File: src/rtl/io_bus_pkg.sv
// Shared definitions for the core's memory-mapped IO bus: access sizes,
// bus-master state encoding, board IO address map and the legality check.
package io_bus_pkg;

  localparam logic [2:0] SZ_B  = 3'b000;
  localparam logic [2:0] SZ_H  = 3'b001;
  localparam logic [2:0] SZ_W  = 3'b010;
  localparam logic [2:0] SZ_BU = 3'b100;
  localparam logic [2:0] SZ_HU = 3'b101;

  localparam int unsigned IO_SW  = 1;
  localparam int unsigned IO_BTN = 2;
  localparam int unsigned IO_LED = 4;

  typedef enum logic [1:0] {
    ST_IDLE  = 2'd0,
    ST_ISSUE = 2'd1,
    ST_WAIT  = 2'd2,
    ST_RESP  = 2'd3
  } state_t;

  // Unsigned sizes only exist for loads; H/HU need half alignment, W full.
  function automatic logic access_legal(input logic wr, input logic [2:0] size,
                                        input logic [1:0] a);
    case (size)
      SZ_B:    return 1'b1;
      SZ_BU:   return !wr;
      SZ_H:    return !a[0];
      SZ_HU:   return !wr && !a[0];
      SZ_W:    return a == 2'b00;
      default: return 1'b0;
    endcase
  endfunction

endpackage

File: src/rtl/io_load_extend.sv
// Combinational RV32 load extension of right-aligned data, selected by funct3.
module io_load_extend
  import io_bus_pkg::*;
(
  input  logic [2:0]  size,
  input  logic [31:0] raw,
  output logic [31:0] ext
);

  always_comb begin
    ext = raw;
    case (size)
      SZ_B:    ext = {{24{raw[7]}}, raw[7:0]};
      SZ_BU:   ext = {24'h0, raw[7:0]};
      SZ_H:    ext = {{16{raw[15]}}, raw[15:0]};
      SZ_HU:   ext = {16'h0, raw[15:0]};
      default: ext = raw;
    endcase
  end

endmodule

File: src/rtl/io_bus_master.sv
// IO bus initiator: one load/store at a time, single-cycle enable pulses,
// fixed read latency, extended load data and rejection of illegal accesses.
module io_bus_master
  import io_bus_pkg::*;
#(
  parameter int unsigned READ_LATENCY = 1,
  parameter int unsigned ADDR_W       = 32
) (
  input  logic              clk,
  input  logic              rst,
  input  logic              req_valid,
  output logic              req_ready,
  input  logic              req_write,
  input  logic [ADDR_W-1:0] req_addr,
  input  logic [31:0]       req_wdata,
  input  logic [2:0]        req_size,
  output logic              resp_valid,
  output logic [31:0]       resp_rdata,
  output logic              resp_err,
  output logic [ADDR_W-1:0] io_address,
  output logic [31:0]       io_write_value,
  input  logic [31:0]       io_read_value,
  output logic              io_write_en,
  output logic              io_read_en,
  output logic [2:0]        io_data_size
);

  state_t            state_q, state_d;
  logic              req_ready_q, req_ready_d;
  logic              resp_valid_q, resp_valid_d;
  logic              resp_err_q, resp_err_d;
  logic [31:0]       resp_rdata_q, resp_rdata_d;
  logic [ADDR_W-1:0] io_address_q, io_address_d;
  logic [31:0]       io_write_value_q, io_write_value_d;
  logic [2:0]        io_data_size_q, io_data_size_d;
  logic              io_write_en_q, io_write_en_d;
  logic              io_read_en_q, io_read_en_d;
  logic              write_q, write_d;
  logic [3:0]        cnt_q, cnt_d;
  logic [31:0]       load_ext;

  io_load_extend u_ext (
    .size (io_data_size_q),
    .raw  (io_read_value),
    .ext  (load_ext)
  );

  // Bus-facing registers are loaded at accept so the ISSUE cycle already
  // presents them; rejected requests leave the bus untouched.
  always_comb begin
    state_d          = state_q;
    resp_valid_d     = 1'b0;
    resp_err_d       = 1'b0;
    resp_rdata_d     = resp_rdata_q;
    io_address_d     = io_address_q;
    io_write_value_d = io_write_value_q;
    io_data_size_d   = io_data_size_q;
    io_write_en_d    = 1'b0;
    io_read_en_d     = 1'b0;
    write_d          = write_q;
    cnt_d            = cnt_q;
    case (state_q)
      ST_IDLE: begin
        if (req_valid && req_ready_q) begin
          if (access_legal(req_write, req_size, req_addr[1:0])) begin
            io_address_d     = req_addr;
            io_write_value_d = req_wdata;
            io_data_size_d   = req_size;
            write_d          = req_write;
            io_write_en_d    = req_write;
            io_read_en_d     = !req_write;
            state_d          = ST_ISSUE;
          end else begin
            resp_valid_d = 1'b1;
            resp_err_d   = 1'b1;
            resp_rdata_d = '0;
            state_d      = ST_RESP;
          end
        end
      end
      ST_ISSUE: begin
        if (write_q) begin
          resp_valid_d = 1'b1;
          resp_rdata_d = '0;
          state_d      = ST_RESP;
        end else begin
          cnt_d   = 4'(READ_LATENCY);
          state_d = ST_WAIT;
        end
      end
      ST_WAIT: begin
        cnt_d = cnt_q - 4'd1;
        if (cnt_q == 4'd1) begin
          resp_valid_d = 1'b1;
          resp_rdata_d = load_ext;
          state_d      = ST_RESP;
        end
      end
      default: state_d = ST_IDLE;
    endcase
    req_ready_d = (state_d == ST_IDLE);
  end

  always_ff @(posedge clk) begin
    if (rst) begin
      state_q          <= ST_IDLE;
      req_ready_q      <= 1'b1;
      resp_valid_q     <= 1'b0;
      resp_err_q       <= 1'b0;
      resp_rdata_q     <= '0;
      io_address_q     <= '0;
      io_write_value_q <= '0;
      io_data_size_q   <= '0;
      io_write_en_q    <= 1'b0;
      io_read_en_q     <= 1'b0;
      write_q          <= 1'b0;
      cnt_q            <= '0;
    end else begin
      state_q          <= state_d;
      req_ready_q      <= req_ready_d;
      resp_valid_q     <= resp_valid_d;
      resp_err_q       <= resp_err_d;
      resp_rdata_q     <= resp_rdata_d;
      io_address_q     <= io_address_d;
      io_write_value_q <= io_write_value_d;
      io_data_size_q   <= io_data_size_d;
      io_write_en_q    <= io_write_en_d;
      io_read_en_q     <= io_read_en_d;
      write_q          <= write_d;
      cnt_q            <= cnt_d;
    end
  end

  assign req_ready      = req_ready_q;
  assign resp_valid     = resp_valid_q;
  assign resp_err       = resp_err_q;
  assign resp_rdata     = resp_rdata_q;
  assign io_address     = io_address_q;
  assign io_write_value = io_write_value_q;
  assign io_data_size   = io_data_size_q;
  assign io_write_en    = io_write_en_q;
  assign io_read_en     = io_read_en_q;

endmodule
File: config.mk
export PLATFORM = sky130hd
export DESIGN_NAME = io_bus_master
export DESIGN_NICKNAME = d
export VERILOG_FILES = /design/src/rtl/io_bus_pkg.sv /design/src/rtl/io_load_extend.sv /design/src/rtl/io_bus_master.sv
export SDC_FILE = /design/constraint.sdc
export NUM_CORES = 1
export LEC_CHECK = 0
export CORE_MARGIN = 2
export CORE_UTILIZATION = 45
export DETAILED_ROUTE_END_ITERATION = 8
export GPL_TIMING_DRIVEN = 0
export PLACE_DENSITY_LB_ADDON = 0.12
export REMOVE_ABC_BUFFERS = 1
export SYNTH_ARGS = -nofsm -noshare
export SYNTH_HDL_FRONTEND = slang
export SYNTH_HIERARCHICAL = 1
export SYNTH_SLANG_ARGS = --single-unit
File: constraint.sdc
create_clock -name clk -period 4.26 [get_ports clk]
set_input_delay 0.852 -clock clk [delete_from_list [all_inputs] [get_ports clk]]
set_output_delay 0.852 -clock clk [all_outputs]
set_load 0.01 [all_outputs]
==> impl_metrics.py <==
metrics = {
    "status": {
        "run_status": "finished, final reports clean",
    },
    "pwr": {
        "pwr-share-seq_pct": 41.5,
        "switching_share_pct": 36.4,
        "p_comb_share_pct": 38.9,
        "power.internal_mw": 1.91,
        "ir_drop_v": 0.000263,
        "p_leak_nw": 2.27,
        "clkPwrFrac_pct": 19.6,
        "powerDensity_nw_per_um2": 445,
        "switchingPower_mw": 1.09,
    },
    "global_route": {
        "grt_pass1_wl_mm": 21.2,
        "grt_start_max_net_pins": 69,
        "grt_usage_pct": 23.3,
        "antenna_found_initial": 0,
        "grt_remaining_overflow": 0,
        "grt_pass1_vias": 4344,
    },
    "synth": {
        "synth_top_cell_area_share_pct": 47.7,
        "ys_types": 44,
        "synth-seq-cells": 111,
        "synth_most_common_cell": "nand2_1",
        "synth_area_leaders": "dfxtp_1 48%, nand2_1 13%, a21oi_1 11%",
        "synth-edff-count": 0,
        "synth_common_cells": "166 x nand2_1, 111 x dfxtp_1, 102 x a21oi_1",
        "yosysWarningCount": 6,
        "synth_flop_cell": "dfxtp_1",
        "avgSynthCellArea_um2": 8.09,
        "yosysSeqAreaShare_pct": 47.7,
        "netlist_area_um2": 4660,
        "async_reset_ff_share_pct": 0,
        "yosysTopAreaCell": "dfxtp_1",
        "syn_inst": 576,
    },
    "layout": {
        "instances_no_fill": 878,
        "syn2layout_area_growth_pct": 44.9,
        "layout-drive-gt1-share_pct": 4.45,
        "nets": 847,
        "diodes": 0,
    },
    "sta": {
        "rsz0062_at_grt": "no",
        "fin_crit_ps": 3210,
        "worst_slew_pin_slew_ps": 1300,
        "hold_viol_final": 0,
        "fin_crit_sh_pct": 75.3,
        "setup_viol": 0,
        "slew_headroom_pct": 13.3,
        "fmax_ghz": 0.312,
        "slew_violations": 0,
        "skew_ps": 6.32,
        "tns_ps": 0,
        "finalWorstSetupSlack_ps": 1050,
    },
    "floorplan": {
        "die_w_um": 106,
        "initial_core_util_pct": 45.7,
        "core_area_um2": 10200,
        "die_h_um": 106,
        "dieArea_um2": 11200,
        "num_rows": 37,
        "num_io_pins": 207,
    },
    "detailed_routing": {
        "via_per_inst": 5.21,
        "num_vias": 4575,
        "drt_iter0_drc": 296,
        "drc": 0,
        "dr.pass1.iters": 5,
        "totalWireLength_mm": 13.2,
        "routedWlPerCell_um": 15.0,
        "antenna_left": 0,
    },
    "setup_path": {
        "crit_type": "in2reg",
        "path_cells": "clkdlybuf4s50_1 -> a221oi_2 -> o21a_2 -> nand2_1 -> a21oi_1",
        "slowest_delay_ps": 1090,
        "worstPathArrival_ps": 3500,
        "cp-start-kind": "primary input",
        "crit_fanout": 68,
        "required_ps": 4560,
        "path_delay_family": "compound AO/OA/AOI/OAI gates",
        "slowest_stage": "o21a_2",
        "crit_buf_inv": 1,
        "worstSetupEndpointType": "flip-flop",
    },
    "clock_tree": {
        "cts_root_buf": "clkbuf_8",
        "cts.repair.resized": 0,
        "cts.path.max_buffers": 2,
        "insertion_delay_ps": 360,
        "cts_tree": "yes",
        "htree_levels": 3,
        "ctsHoldBuffers": 0,
        "numCtsBuffers": 9,
        "clock-sinks": 111,
        "post-cts-setup-buffers": 0,
        "clk_pin_slew_ps": 100,
    },
    "place": {
        "place_congestion": 0.776,
        "placed_cells_incl_taps": 863,
        "dpl_worst_slack_ps": 695,
        "place_hpwl_mm": 9.05,
        "io_buffer_count": 206,
    },
    "run": {
        "drv_cap": 0,
    },
    "worst_hold_path": {
        "min_path_type": "reg2reg",
    },
}
==> per-layer routing <==
metal / GRT usage, % / vias to the layer above / wire length (µm)
met5: 0 / - / 0
li1: - / 2268 / -
met3: 8.91 / 22 / 1270
met1: 27.3 / 2102 / 5280
met2: 38.3 / 183 / 6330
met4: 9.21 / 0 / 322
==> flip-flops by register name, indices dropped and copies added (netlist names) <==
name and count:
cnt_q 4, resp_valid 1, resp_err 1, write_q 1, req_ready 1, io_write_en 1, io_address 32, io_data_size 3
resp_rdata 32, state_q 2, io_write_value 32, io_read_en 1
==> layout make-up <==
class / count / area [µm²]
Multi-Input combinational cell: 403 / 2050
Inverter: 4 / 15.0
Tap cell: 136 / 170
Clock inverter: 3 / 17.5
Sequential cell: 111 / 2220
Timing Repair Buffer: 209 / 2110
Clock buffer: 12 / 165
Fill cell: 906 / 3430
==> cells in the final DEF, fill, tap and decap left out, types with 2 or more instances in the layout <==
cell / instances
clkinv_2: 2
clkdlybuf4s50_1: 205
nor2_1: 7
nand4_1: 32
ha_1: 5
inv_1: 4
nor3_1: 2
o21ai_0: 58
a21oi_1: 102
buf_12: 2
clkbuf_8: 12
o31ai_1: 2
dfxtp_1: 111
nand2_1: 166
==> worst min-delay path: stages (launching register included) <==
cell	delay (ps)
dfxtp_1	320
nand2_1	50
a21oi_1	50
==> metrics by stage <==
stage          hold WS, ps  cell area, µm²  utilization (%)  power (mW)
4_1_cts                459            6750             66.3        3.02
3_3_place_gp           442            6490             63.7        2.37
3_5_place_dp           448            6570             64.5        2.43
2_1_floorplan          453            4260                -        1.87
5_1_grt                476            6750             66.3        3.18
6_report               458            6750             66.3        3.01
==> cells by family (layout without fill, tap and decap cells) <==
logic type      after synthesis  count (layout)  share of synthesized area (%)
flops                       111             111                           47.7
compound gates              177             177                           20.7
fa+ha+maj                     6               6                           1.61
simple gates                218             218                           20.6
mux                           2               2                          0.537
buf+inv                      62             228                           8.86
==> worst paths after layout <==
kind	start	endpoint	slack, ps	depth (start not counted)
worst max register to register	state_q[0]	resp_rdata[11]	1680	5
worst max-delay path	req_size[2]	io_write_value[19]	1050	5
worst min register to register	io_write_value[20]	io_write_value[20]	460	2
worst min-delay path	io_write_value[20]	io_write_value[20]	460	2
==> power groups by stage <==
stage / Clock, mW / Sequential (mW) / Combinational, mW
final: 0.590 / 1.25 / 1.17
after global routing: 0.643 / 1.27 / 1.27
after CTS: 0.607 / 1.25 / 1.17
after detailed placement: 0 / 1.27 / 1.16
after global placement: 0 / 1.26 / 1.10
after floorplan: 0 / 1.31 / 0.561
No activity file was read; power rests on OpenSTA's default activity.
